===== config.mk =====
export PLATFORM = sky130hd
export DESIGN_NAME = ram_bus_arbiter
export DESIGN_NICKNAME = d
export VERILOG_FILES = /design/src/rtl/edic_pkg.sv /design/src/rtl/ram_bus_arbiter.sv
export SDC_FILE = /design/constraint.sdc
export NUM_CORES = 1
export LEC_CHECK = 0
export BUFFER_PORTS_ARGS = -buffer_cell sky130_fd_sc_hd__buf_2
export CAP_MARGIN = 15
export CORE_AREA = 5 5 88 65
export CTS_BUF_LIST = sky130_fd_sc_hd__clkbuf_16
export CTS_CLUSTER_DIAMETER = 60
export DETAILED_ROUTE_END_ITERATION = 12
export DIE_AREA = 0 0 93 70
export GPL_ROUTABILITY_DRIVEN = 0
export GPL_TIMING_DRIVEN = 1
export MAX_ROUTING_LAYER = met4
export PLACE_DENSITY = 0.74
export SYNTH_ARGS = -nofsm -noshare
export SYNTH_HDL_FRONTEND = slang
export SYNTH_SLANG_ARGS = --single-unit
export TNS_END_PERCENT = 50

===== constraint.sdc =====
create_clock -name i_clk -period 1.8 [get_ports i_clk]
set_clock_uncertainty 0.2 [all_clocks]
set_input_delay 0 -clock i_clk [delete_from_list [all_inputs] [get_ports i_clk]]
set_output_delay 0 -clock i_clk [all_outputs]
set_load 0.01 [all_outputs]

===== src/rtl/edic_pkg.sv =====
// Purpose: shared types and widths for the RAM/bus arbiter.
// Latency: n/a (types and constants only).
// Backpressure: n/a.
package edic_pkg;

    localparam int STEP_W = 3;   // control-unit step counter width
    localparam int DATA_W = 8;   // data bus width
    localparam int CNT_W  = 8;   // burst and cooldown counter width (limits 1..255)

    typedef enum logic [2:0] {
        ARB_IDLE,
        ARB_WAIT,
        ARB_GRANT,
        ARB_ADDR,
        ARB_DATA,
        ARB_COOL
    } arb_state_t;

endpackage


===== src/rtl/ram_bus_arbiter.sv =====
// Purpose: shares RAM and data bus between the CPU control unit and a loader port; loader gets bounded bursts at instruction boundaries.
// Latency: handshake at t -> address strobe t+1 -> data strobe t+2 -> o_ldRValid t+3; 3 cycles per loader access.
// Backpressure: o_ldReady only in GRANT while i_ldReq is held and the burst limit is not reached; the CPU is frozen via o_cpuStall while the loader owns RAM.
//
// Ports:
//   i_clk, i_nReset                  clock (rising edge), asynchronous active-low reset
//   i_cpuStep                        current control-unit step; STALL_STEP marks an instruction boundary
//   i_cpuRamAddressEn/WriteNEn/OE    CPU RAM strobes, passed to the RAM while the CPU owns it
//   o_cpuStall                       freezes the CPU step counter / instruction register
//   i_ldReq, o_ldGnt                 loader ownership request (level) and grant
//   o_ldReady, i_ldValid             access handshake; i_ldWrite/i_ldAddr/i_ldWData sampled on it
//   o_ldRData, o_ldRValid            read data (held) and its 1-cycle valid pulse
//   o_ramAddressEn/WriteNEn/OE       RAM strobes (WriteNEn active low)
//   o_busDrive, o_busData, i_busData data bus drive enable, driven value, readback
module ram_bus_arbiter
    import edic_pkg::*;
#(
    parameter int unsigned       AW         = 8,
    parameter logic [STEP_W-1:0] STALL_STEP = '0,
    parameter int unsigned       MAX_BURST  = 16,
    parameter int unsigned       COOLDOWN   = 8
) (
    input  logic              i_clk,
    input  logic              i_nReset,
    input  logic [STEP_W-1:0] i_cpuStep,
    input  logic              i_cpuRamAddressEn,
    input  logic              i_cpuRamWriteNEn,
    input  logic              i_cpuRamOE,
    output logic              o_cpuStall,
    input  logic              i_ldReq,
    output logic              o_ldGnt,
    output logic              o_ldReady,
    input  logic              i_ldValid,
    input  logic              i_ldWrite,
    input  logic [AW-1:0]     i_ldAddr,
    input  logic [DATA_W-1:0] i_ldWData,
    output logic [DATA_W-1:0] o_ldRData,
    output logic              o_ldRValid,
    output logic              o_ramAddressEn,
    output logic              o_ramWriteNEn,
    output logic              o_ramOE,
    output logic              o_busDrive,
    output logic [DATA_W-1:0] o_busData,
    input  logic [DATA_W-1:0] i_busData
);

    localparam logic [CNT_W-1:0] BURST_LIMIT = CNT_W'(MAX_BURST);
    localparam logic [CNT_W-1:0] COOL_LAST   = CNT_W'(COOLDOWN - 1);

    arb_state_t        state;
    arb_state_t        stateNext;
    logic [CNT_W-1:0]  burstCnt;
    logic [CNT_W-1:0]  coolCnt;
    logic [AW-1:0]     ldAddrQ;
    logic [DATA_W-1:0] ldWDataQ;
    logic              ldWriteQ;
    logic              ldReady;
    logic              accept;

    assign o_ldReady = ldReady;
    assign accept    = ldReady & i_ldValid;

    always_comb begin
        stateNext      = state;
        ldReady        = 1'b0;
        o_cpuStall     = 1'b0;
        o_ldGnt        = 1'b0;
        o_ramAddressEn = i_cpuRamAddressEn;
        o_ramWriteNEn  = i_cpuRamWriteNEn;
        o_ramOE        = i_cpuRamOE;
        o_busDrive     = 1'b0;
        o_busData      = '0;

        unique case (state)
            ARB_IDLE: begin
                if (i_ldReq) stateNext = ARB_WAIT;
            end
            ARB_WAIT: begin
                // Stall is raised in the boundary cycle itself so the step
                // counter never advances past it.
                if (!i_ldReq) begin
                    stateNext = ARB_IDLE;
                end else if (i_cpuStep == STALL_STEP) begin
                    o_cpuStall = 1'b1;
                    stateNext  = ARB_GRANT;
                end
            end
            ARB_GRANT: begin
                o_cpuStall     = 1'b1;
                o_ldGnt        = 1'b1;
                o_ramAddressEn = 1'b0;
                o_ramWriteNEn  = 1'b1;
                o_ramOE        = 1'b0;
                // Ready is withheld on the exit cycle so a presented access
                // is never mistaken for an accepted one.
                if (!i_ldReq || (burstCnt >= BURST_LIMIT)) begin
                    stateNext = ARB_COOL;
                end else begin
                    ldReady = 1'b1;
                    if (i_ldValid) stateNext = ARB_ADDR;
                end
            end
            ARB_ADDR: begin
                o_cpuStall     = 1'b1;
                o_ldGnt        = 1'b1;
                o_ramAddressEn = 1'b1;
                o_ramWriteNEn  = 1'b1;
                o_ramOE        = 1'b0;
                o_busDrive     = 1'b1;
                o_busData      = DATA_W'(ldAddrQ);
                stateNext      = ARB_DATA;
            end
            ARB_DATA: begin
                o_cpuStall     = 1'b1;
                o_ldGnt        = 1'b1;
                o_ramAddressEn = 1'b0;
                o_ramWriteNEn  = !ldWriteQ;
                o_ramOE        = !ldWriteQ;
                o_busDrive     = ldWriteQ;
                o_busData      = ldWriteQ ? ldWDataQ : '0;
                stateNext      = ARB_GRANT;
            end
            ARB_COOL: begin
                if (coolCnt == COOL_LAST) stateNext = ARB_IDLE;
            end
            default: stateNext = ARB_IDLE;
        endcase

        // Reset acts on the strobes immediately so a write in flight is cut
        // off in the same cycle rather than at the next edge.
        if (!i_nReset) begin
            o_ramAddressEn = 1'b0;
            o_ramWriteNEn  = 1'b1;
            o_ramOE        = 1'b0;
        end
    end

    always_ff @(posedge i_clk or negedge i_nReset) begin
        if (!i_nReset) begin
            state      <= ARB_IDLE;
            burstCnt   <= '0;
            coolCnt    <= '0;
            ldAddrQ    <= '0;
            ldWDataQ   <= '0;
            ldWriteQ   <= 1'b0;
            o_ldRData  <= '0;
            o_ldRValid <= 1'b0;
        end else begin
            state      <= stateNext;
            o_ldRValid <= 1'b0;

            if (accept) begin
                ldAddrQ  <= i_ldAddr;
                ldWDataQ <= i_ldWData;
                ldWriteQ <= i_ldWrite;
            end

            if (state == ARB_DATA) begin
                if (burstCnt < BURST_LIMIT) burstCnt <= burstCnt + CNT_W'(1);
                if (!ldWriteQ) begin
                    o_ldRData  <= i_busData;
                    o_ldRValid <= 1'b1;
                end
            end

            if ((state != ARB_COOL) && (stateNext == ARB_COOL)) begin
                burstCnt <= '0;
                coolCnt  <= '0;
            end else if (state == ARB_COOL) begin
                coolCnt <= coolCnt + CNT_W'(1);
            end
        end
    end

endmodule


## Yosys cells after proc, flatten, opt, wreduce, memory -nomap -nowiden

Index checks and enable logic that the tools add are counted.
Widths: inputs -> output; s select.

| storage, ports and cells | value |
|---|---|
| register bits after elaboration | 45 |
| output and inout bits | 24 |
| memory bits (writable) | 0 |
| memories | 0 |
| memory bits (read-only) | 0 |
| bits in latches | 0 |
| logic and storage cells | 65 |
| input bits | 35 |

| cells by class | value |
|---|---|
| reductions and logical operators | 14 |
| bitwise logic cells | 2 |
| shift-type cells | 0 |
| mux-type cells | 29 |
| $lt $le $gt $ge | 2 |
| eq/ne operators | 8 |
| add/sub/neg operators | 2 |
| div/mod/pow operators | 0 |
| multipliers | 0 |

Operators by type and width:

| cell | count |
|---|---|
| $mux 8 | 6 |
| $mux 3 | 6 |
| $pmux 3 s6 | 1 |
| $add 8x1->8 const B | 2 |
| $pmux 8 s2 | 1 |
| $mux 1 | 10 |
| $pmux 1 s2 | 5 |
| $eq 3x3->1 const B | 3 |
| $eq 8x3->1 const B | 1 |
| $ge 8x5->1 const B | 1 |
| $lt 8x5->1 const B | 1 |
| $eq 3x2->1 const B | 2 |
| $logic_not 3->1 | 2 |
| $reduce_bool 2->1 | 3 |
| $reduce_and 2->1 | 2 |
| $reduce_or 2->1 | 2 |
| $eq 3x1->1 const B | 1 |
| $ne 3x3->1 const B | 1 |
| $reduce_or 3->1 | 1 |
| $logic_not 1->1 | 2 |
| $and 1x1->1 | 1 |
| $logic_and 1x1->1 | 1 |
| $logic_or 1x1->1 | 1 |
| $not 1->1 | 1 |

## Logic depth before layout (Yosys ltp)

Gate-level depths: netlist of run 1.

| depth | value |
|---|---|
| word-level depth | 8 |
| gate-level depth with buffers | 5 |
| mapped depth without buffers | 4 |

## Worst setup path before layout of run 1

Ideal clock, no wire load.

| timing path | value |
|---|---|
| path kind | flip-flop to flip-flop |
| start point | register burstCnt[6] |
| end point | register burstCnt[3] |
| cell stages (with the launch flop) | 5 |
| library setup time | 0.078 ns |
| period minus slack after synthesis | 1.890 ns |
| path slack | -0.090 ns |
| arrival | 1.612 ns |
| required time | 1.522 ns |
| cell sequence | dfrtp_1 or4_1 buf_2 or4_1 a21oi_1 |

| on the way | value |
|---|---|
| longest elaborated chain between the ends | 8 |
| elaborated cells between the ends (all ways) | 11 |
| those cells by class | order compare (2); eq/ne (1); mux (3); reduce/logical (5) |

RTL lines:

| item | line | source |
|---|---|---|
| from (decl) | ram_bus_arbiter.sv:52 | `logic [CNT_W-1:0] burstCnt;` |
| from (signal assigned) | ram_bus_arbiter.sv:159 | `if (burstCnt < BURST_LIMIT) burstCnt <= burstCnt + CNT_W'(1);` |
| $ge 8x5->1 | ram_bus_arbiter.sv:96 | `if (!i_ldReq \|\| (burstCnt >= BURST_LIMIT)) begin` |
| $logic_or 1x1->1 | ram_bus_arbiter.sv:96 |  |
| $mux 3 | ram_bus_arbiter.sv:96 |  |
| $pmux 3 s6 | ram_bus_arbiter.sv:74 | `unique case (state)` |
| $eq 3x3->1 | ram_bus_arbiter.sv:166 | `if ((state != ARB_COOL) && (stateNext == ARB_COOL)) begin` |
| $logic_and 1x1->1 | ram_bus_arbiter.sv:166 |  |
| $reduce_bool 2->1 (no line) | - |  |
| $reduce_and 2->1 (no line) | - |  |

Parallel ways exist; a longest one is shown, timed or not.
A chain may end at the register's enable or synchronous reset.

## Worst setup path in the final report of run 1

| timing path | value |
|---|---|
| start point | register state[2] |
| end point | output port o_cpuStall |

| on the way | value |
|---|---|
| longest elaborated chain between the ends | 3 |
| elaborated cells between the ends (all ways) | 6 |
| those cells by class | eq/ne (4); mux (1); reduce/logical (1) |

RTL lines:

| item | line | source |
|---|---|---|
| from (decl) | ram_bus_arbiter.sv:50 | `arb_state_t state;` |
| from (signal assigned) | ram_bus_arbiter.sv:149 | `state <= stateNext;` |
| $eq 3x3->1 / $eq 3x2->1 (equally long branches) | ram_bus_arbiter.sv:74 |  |
| $reduce_or 3->1 (no line) | - |  |
| $pmux 1 s2 (*) | ram_bus_arbiter.sv:74 |  |
| to (decl) | ram_bus_arbiter.sv:29 | `output logic o_cpuStall,` |

Mark *: on every way between the ends. The rest lies on a longest branch, timed or not.

==> out/qor.csv, run 1 <==
metric,value,unit
status,"complete, but fails checks",
violated checks,setup timing,
IO Port Bufs,58,
GRT Total Usage,0.196,
Seq pwr share,0.365,
Slew Limit Headroom,0.573,
Post-route DRC,0,
final setup fails,23,
post-DP HPWL,3.89,mm
drt total wl,6.27,mm
min Tclk post-route,1.88,ns
"EDFF count, synth",0,
pwr/cell area,1220,mW/mm2
placed cell areas,0.00272,mm2
WP data arrival,1.68,ns
Hold WS,0.140,ns
Clock power frac,0.235,
clk buf depth,2,
clock-pin slew on the worst setup and hold paths,0.06,ns
#FFs+latches synth,45,
syn avg cell area,11.4,um2
die width,93,um
Final Power,0.00426,W
combinational cell fraction of total power,0.401,
Pint,0.00291,W
"top cells by count, synth","45 x dfrtp_1, 26 x mux2_2, 13 x nand2_1",
"FFs w/ async S/R, synth",1.00,
Num CTS Buffers,5,
Die H,70,um
CTS sink count,45,
Rows,21,
Final Max Slew Viols,0,
layout cells sized above 1,0.491,
vias in the first global route,2041,
post-route cell area,0.00349,mm2
# Max-Cap Violations,0,
setup repair after global routing missed its margin,true,
TritonRoute pass-1 iters,4,
drt initial violations,99,
post-synthesis cell area,0.00217,mm2
peak supply drop,0.000915,V
area grow syn2layout,60.8,%
Ys Warns,0,
crit path max fanout,5,
CTS root buf,clkbuf_16,
Fmax,531,MHz
Core Region,0.00473,mm2
Hold/Removal Path Class,in -> out,
Detail Route Antenna Nets,0,
num ports,59,
CP startpoint kind,register,
Starting Density,0.460,
Die ar.,0.00651,mm2
"Seq/Total Area, Yosys",0.518,
Psw,0.00135,W
first-pass GRT wire length,9.92,mm
Lkg Pwr,1.69,nW
routed wire length per instance,16.8,um
Vias,1977,
switching part of the total,0.316,
vias per inst,5.30,
Final Hold Fails,0,
largest cells by area after synthesis,"dfrtp_1 52%, mux2_2 13%, a22o_1 3.2%, nor2b_1 2.3%, nand2_1 2.2%",
Yosys cell types,40,
type of the worst setup path,reg -> out,
antenna violations before repair,0,
ys flop type,dfrtp_1,
setup ws final,-0.0842,ns
fin nets,353,
top-count cell post-synth,dfrtp_1,
pin count of the biggest net entering global routing,33,
Synth top area share,0.518,
post-synthesis net count,228,
ratio of final minimum period to clock period,1.05,
Yosys top cell by area,dfrtp_1,
clk_lat worst skew,0.28,ns
grt total ovfl,0,
final setup TNS,-0.762,ns
ant diodes,0,
CTS tree,built,
number of H-tree levels,2,
"Core Util, Final",0.739,
Worst setup EP type,output pin,
Critical Path RT,1.60,ns
slew at the pin closest to its max-slew limit,0.638,ns
Gate Count Post-Synth,190,
[through the flow]
step           std cells  worst slack (ns)
4_1_cts              369           -0.0696
3_3_place_gp         321           -0.0109
3_5_place_dp         321           -0.0366
6_report             373           -0.0842
5_1_grt              373            -0.148
2_1_floorplan        190           -0.0418
[flip-flops by register name, indices dropped and copies added, names as in the netlist]
signal / flops
state: 3
ldAddrQ: 8
coolCnt: 8
burstCnt: 8
ldWriteQ: 1
o_ldRValid: 1
ldWDataQ: 8
o_ldRData: 8
[cell families (layout without fill, tap and decap cells)]
logic type | Yosys count | count (layout) | synth area share
multiplexers | 26 | 26 | 0.135
buffers and inverters | 18 | 144 | 0.0386
adder cells (fa/ha/maj) | 3 | 3 | 0.0173
AO/OA/AOI/OAI | 40 | 40 | 0.122
AND/OR/NAND/NOR | 57 | 57 | 0.165
flip-flops | 45 | 45 | 0.518
XOR/XNOR | 1 | 1 | 0.00403
[per-layer routing]
layer / track usage / part of all wire / vias up
met3: 0.0504 / 0.058 / 5
met5: - / 0 / -
met4: 0.0293 / 0.0046 / 0
met2: 0.308 / 0.49 / 60
li1: - / - / 941
met1: 0.264 / 0.45 / 971
[path summary, 6_finish.rpt]
path | slack (ns) | end | start | cells after the start
worst min-delay path | 0.14 | o_ramAddressEn | i_cpuRamAddressEn | 4
min in group asynchronous | 0.20 | ldWDataQ[2]$_DFFE_PN0P_ | i_nReset | 3
worst min register to register | 0.31 | ldWDataQ[5]$_DFFE_PN0P_ | ldWDataQ[5]$_DFFE_PN0P_ | 1
worst max register to register | -0.05 | burstCnt[3]$_DFFE_PN0P_ | state[2]$_DFF_PN0_ | 4
worst max-delay path | -0.08 | o_cpuStall | state[2]$_DFF_PN0_ | 6
max in group asynchronous | 0.23 | state[1]$_DFF_PN0_ | i_nReset | 3
[worst max-delay path, cell delays in order (launching register included)]
cell      delay, ns
dfrtp_1        0.43
buf_6          0.12
or3b_4         0.39
buf_6          0.15
nand2_2        0.07
o21bai_1       0.10
buf_2          0.15
[area by class of cell]
class / instances / area (um2)
repair buffers: 129 / 983
clock buffers: 5 / 125
inverters: 7 / 26.3
fillers: 294 / 1230
clock inverters: 3 / 37.5
multi-input cells: 127 / 1120
well taps: 57 / 71.3
flip-flops and latches: 45 / 1130
[power groups by stage]
stage	clock [W]	combinational [W]	sequential (W)
final	0.000999	0.00171	0.00155
after global routing	0.00107	0.00184	0.00159
after CTS	0.00101	0.00153	0.00154
after detailed placement	0	0.00128	0.00155
after global placement	0	0.00125	0.00153
after floorplan	0	0.000772	0.00155
[placed cells by master, fill, tap and decap left out, drive strengths merged, types with 9 or more instances in the layout]
cell,netlist,routed
buf,7,97
dfrtp,45,45
dlygate4sd3,0,32
mux2,26,26
nand2,13,13
o21ai,9,9
[timing repair]
item,in CTS,in global routing
gates resized for setup,32,20
cloned,1,0
endpoints found under the hold margin,72,0
endpoints found under the setup margin,42,44
hold buffers,32,0
setup buffers,7,4
pin swaps,12,5
Note: power is estimated with default switching activity, not from simulation.
==> inputs of run 2 (changes only) <==
--- a/config.mk
+++ b/config.mk
@@ -14,7 +14,6 @@
 export DIE_AREA = 0 0 93 70
 export GPL_ROUTABILITY_DRIVEN = 0
 export GPL_TIMING_DRIVEN = 1
-export MAX_ROUTING_LAYER = met4
 export PLACE_DENSITY = 0.74
 export SYNTH_ARGS = -nofsm -noshare
 export SYNTH_HDL_FRONTEND = slang
==> out/qor.csv, run 2 (same netlist as run 1, synthesis figures left out) <==
metric,value,unit
DP Cell Count,321,
WP data arrival,1.68,ns
FF/Latch Area,0.00113,mm2
Die ar.,0.00651,mm2
final setup fails,24,
Rows,21,
Post-route DRC,0,
TritonRoute pass-1 iters,4,
clk_lat worst skew,0.28,ns
crit path max fanout,5,
type of the worst setup path,reg -> out,
Fmax,532,MHz
Lkg Pwr,1.69,nW
clk buf depth,2,
Slew Limit Headroom,0.574,
fin nets,353,
CTS root buf,clkbuf_16,
die width,93,um
# fillers,294,
drt initial violations,112,
number of H-tree levels,2,
placed cell areas,0.00272,mm2
Vias,1976,
violated checks,setup timing,
Die H,70,um
multi-input logic area,0.00112,mm2
# Max-Cap Violations,0,
final setup TNS,-0.839,ns
layout cells sized above 1,0.491,
Final Power,0.00426,W
GRT Total Usage,0.191,
vias per inst,5.30,
slew at the pin closest to its max-slew limit,0.637,ns
peak supply drop,0.000909,V
post-DP HPWL,3.89,mm
pwr/cell area,1220,mW/mm2
CTS tree,built,
num ports,59,
setup ws final,-0.0786,ns
ratio of final minimum period to clock period,1.04,
post-route insts no fill,373,
CP startpoint kind,register,
Detail Route Antenna Nets,0,
min Tclk post-route,1.88,ns
pin count of the biggest net entering global routing,33,
post-route cell area,0.00349,mm2
Hold WS,0.141,ns
IO Port Bufs,58,
ant diodes,0,
Worst setup EP type,output pin,
area grow syn2layout,60.8,%
antenna violations before repair,0,
CTS sink count,45,
Final Hold Fails,0,
Core Region,0.00473,mm2
Final Max Slew Viols,0,
Critical Path RT,1.60,ns
grt total ovfl,0,
setup repair after global routing missed its margin,true,
Starting Density,0.460,
status,"complete, but fails checks",
first-pass GRT wire length,9.90,mm
vias in the first global route,2045,
Num CTS Buffers,5,
Hold/Removal Path Class,in -> out,
routed wire length per instance,16.8,um
clock-pin slew on the worst setup and hold paths,0.06,ns
drt total wl,6.27,mm
most frequent cells in the layout,"55 x buf_2, 44 x dfrtp_1, 32 x dlygate4sd3_1",
"most common cell after layout, fill and taps aside",buf_2,
[run 2: cell counts in the layout (fill, tap and decap cells not counted)]
Identical to the previous run, type by type.
[run 2: critical path, stage by stage, from the launching register on]
cell	delay [ns]
dfrtp_1	0.43
buf_6	0.12
or3b_4	0.39
buf_6	0.15
nand2_2	0.07
o21bai_1	0.10
buf_2	0.15
[run 2: what timing repair did]
item / in CTS / in global routing
endpoints found under the setup margin: 42 / 44
hold endpoints to repair: 72 / 0
buffers inserted: 7 / 4
gates resized for setup: 32 / 20
hold buffers: 32 / 0
gates cloned: 1 / 0
pin swaps: 12 / 5
[run 2: report_power, final]
part           total, W  internal (W)  switching (W)  leakage, nW
combinational   0.00171      0.000943       0.000764         1.02
sequential      0.00155       0.00133       0.000228        0.590
clock          0.000999      0.000644       0.000355       0.0826
total           0.00426       0.00291        0.00135         1.69
[run 2: area by class of cell]
type,count,share of cell area
sequential,45,0.323
multi-input combinational,127,0.322
timing repair buffer,129,0.281
clock buffer,5,0.0358
tap,57,0.0204
clock inverter,3,0.0107
inverter,7,0.00752
[run 2: worst paths after layout]
path,depth (start not counted),slack (ns),startpoint,to
setup / recovery,6,-0.08,state[2]$_DFF_PN0_,o_cpuStall
hold reg to reg,1,0.31,ldWDataQ[2]$_DFFE_PN0P_,ldWDataQ[2]$_DFFE_PN0P_
setup reg to reg,5,-0.06,state[1]$_DFF_PN0_,coolCnt[5]$_DFFE_PN0P_
min in group asynchronous,3,0.19,i_nReset,coolCnt[4]$_DFFE_PN0P_
hold / removal,4,0.14,i_cpuRamAddressEn,o_ramAddressEn
max in group asynchronous,3,0.23,i_nReset,state[1]$_DFF_PN0_
[run 2: per-layer routing]
layer,up-vias,global-route usage,part of all wire
li1,942,-,-
met1,971,0.258,0.44
met2,60,0.308,0.49
met3,3,0.0590,0.066
met4,0,0.0293,0.0027
met5,-,0,0
[run 2: per-stage QoR]
stage | setup WS (ns) | util
after floorplan | -0.0418 | -
after global placement | -0.0109 | 0.575
after detailed placement | -0.0366 | 0.575
after CTS | -0.0696 | 0.712
after global routing | -0.149 | 0.739
final | -0.0786 | 0.739
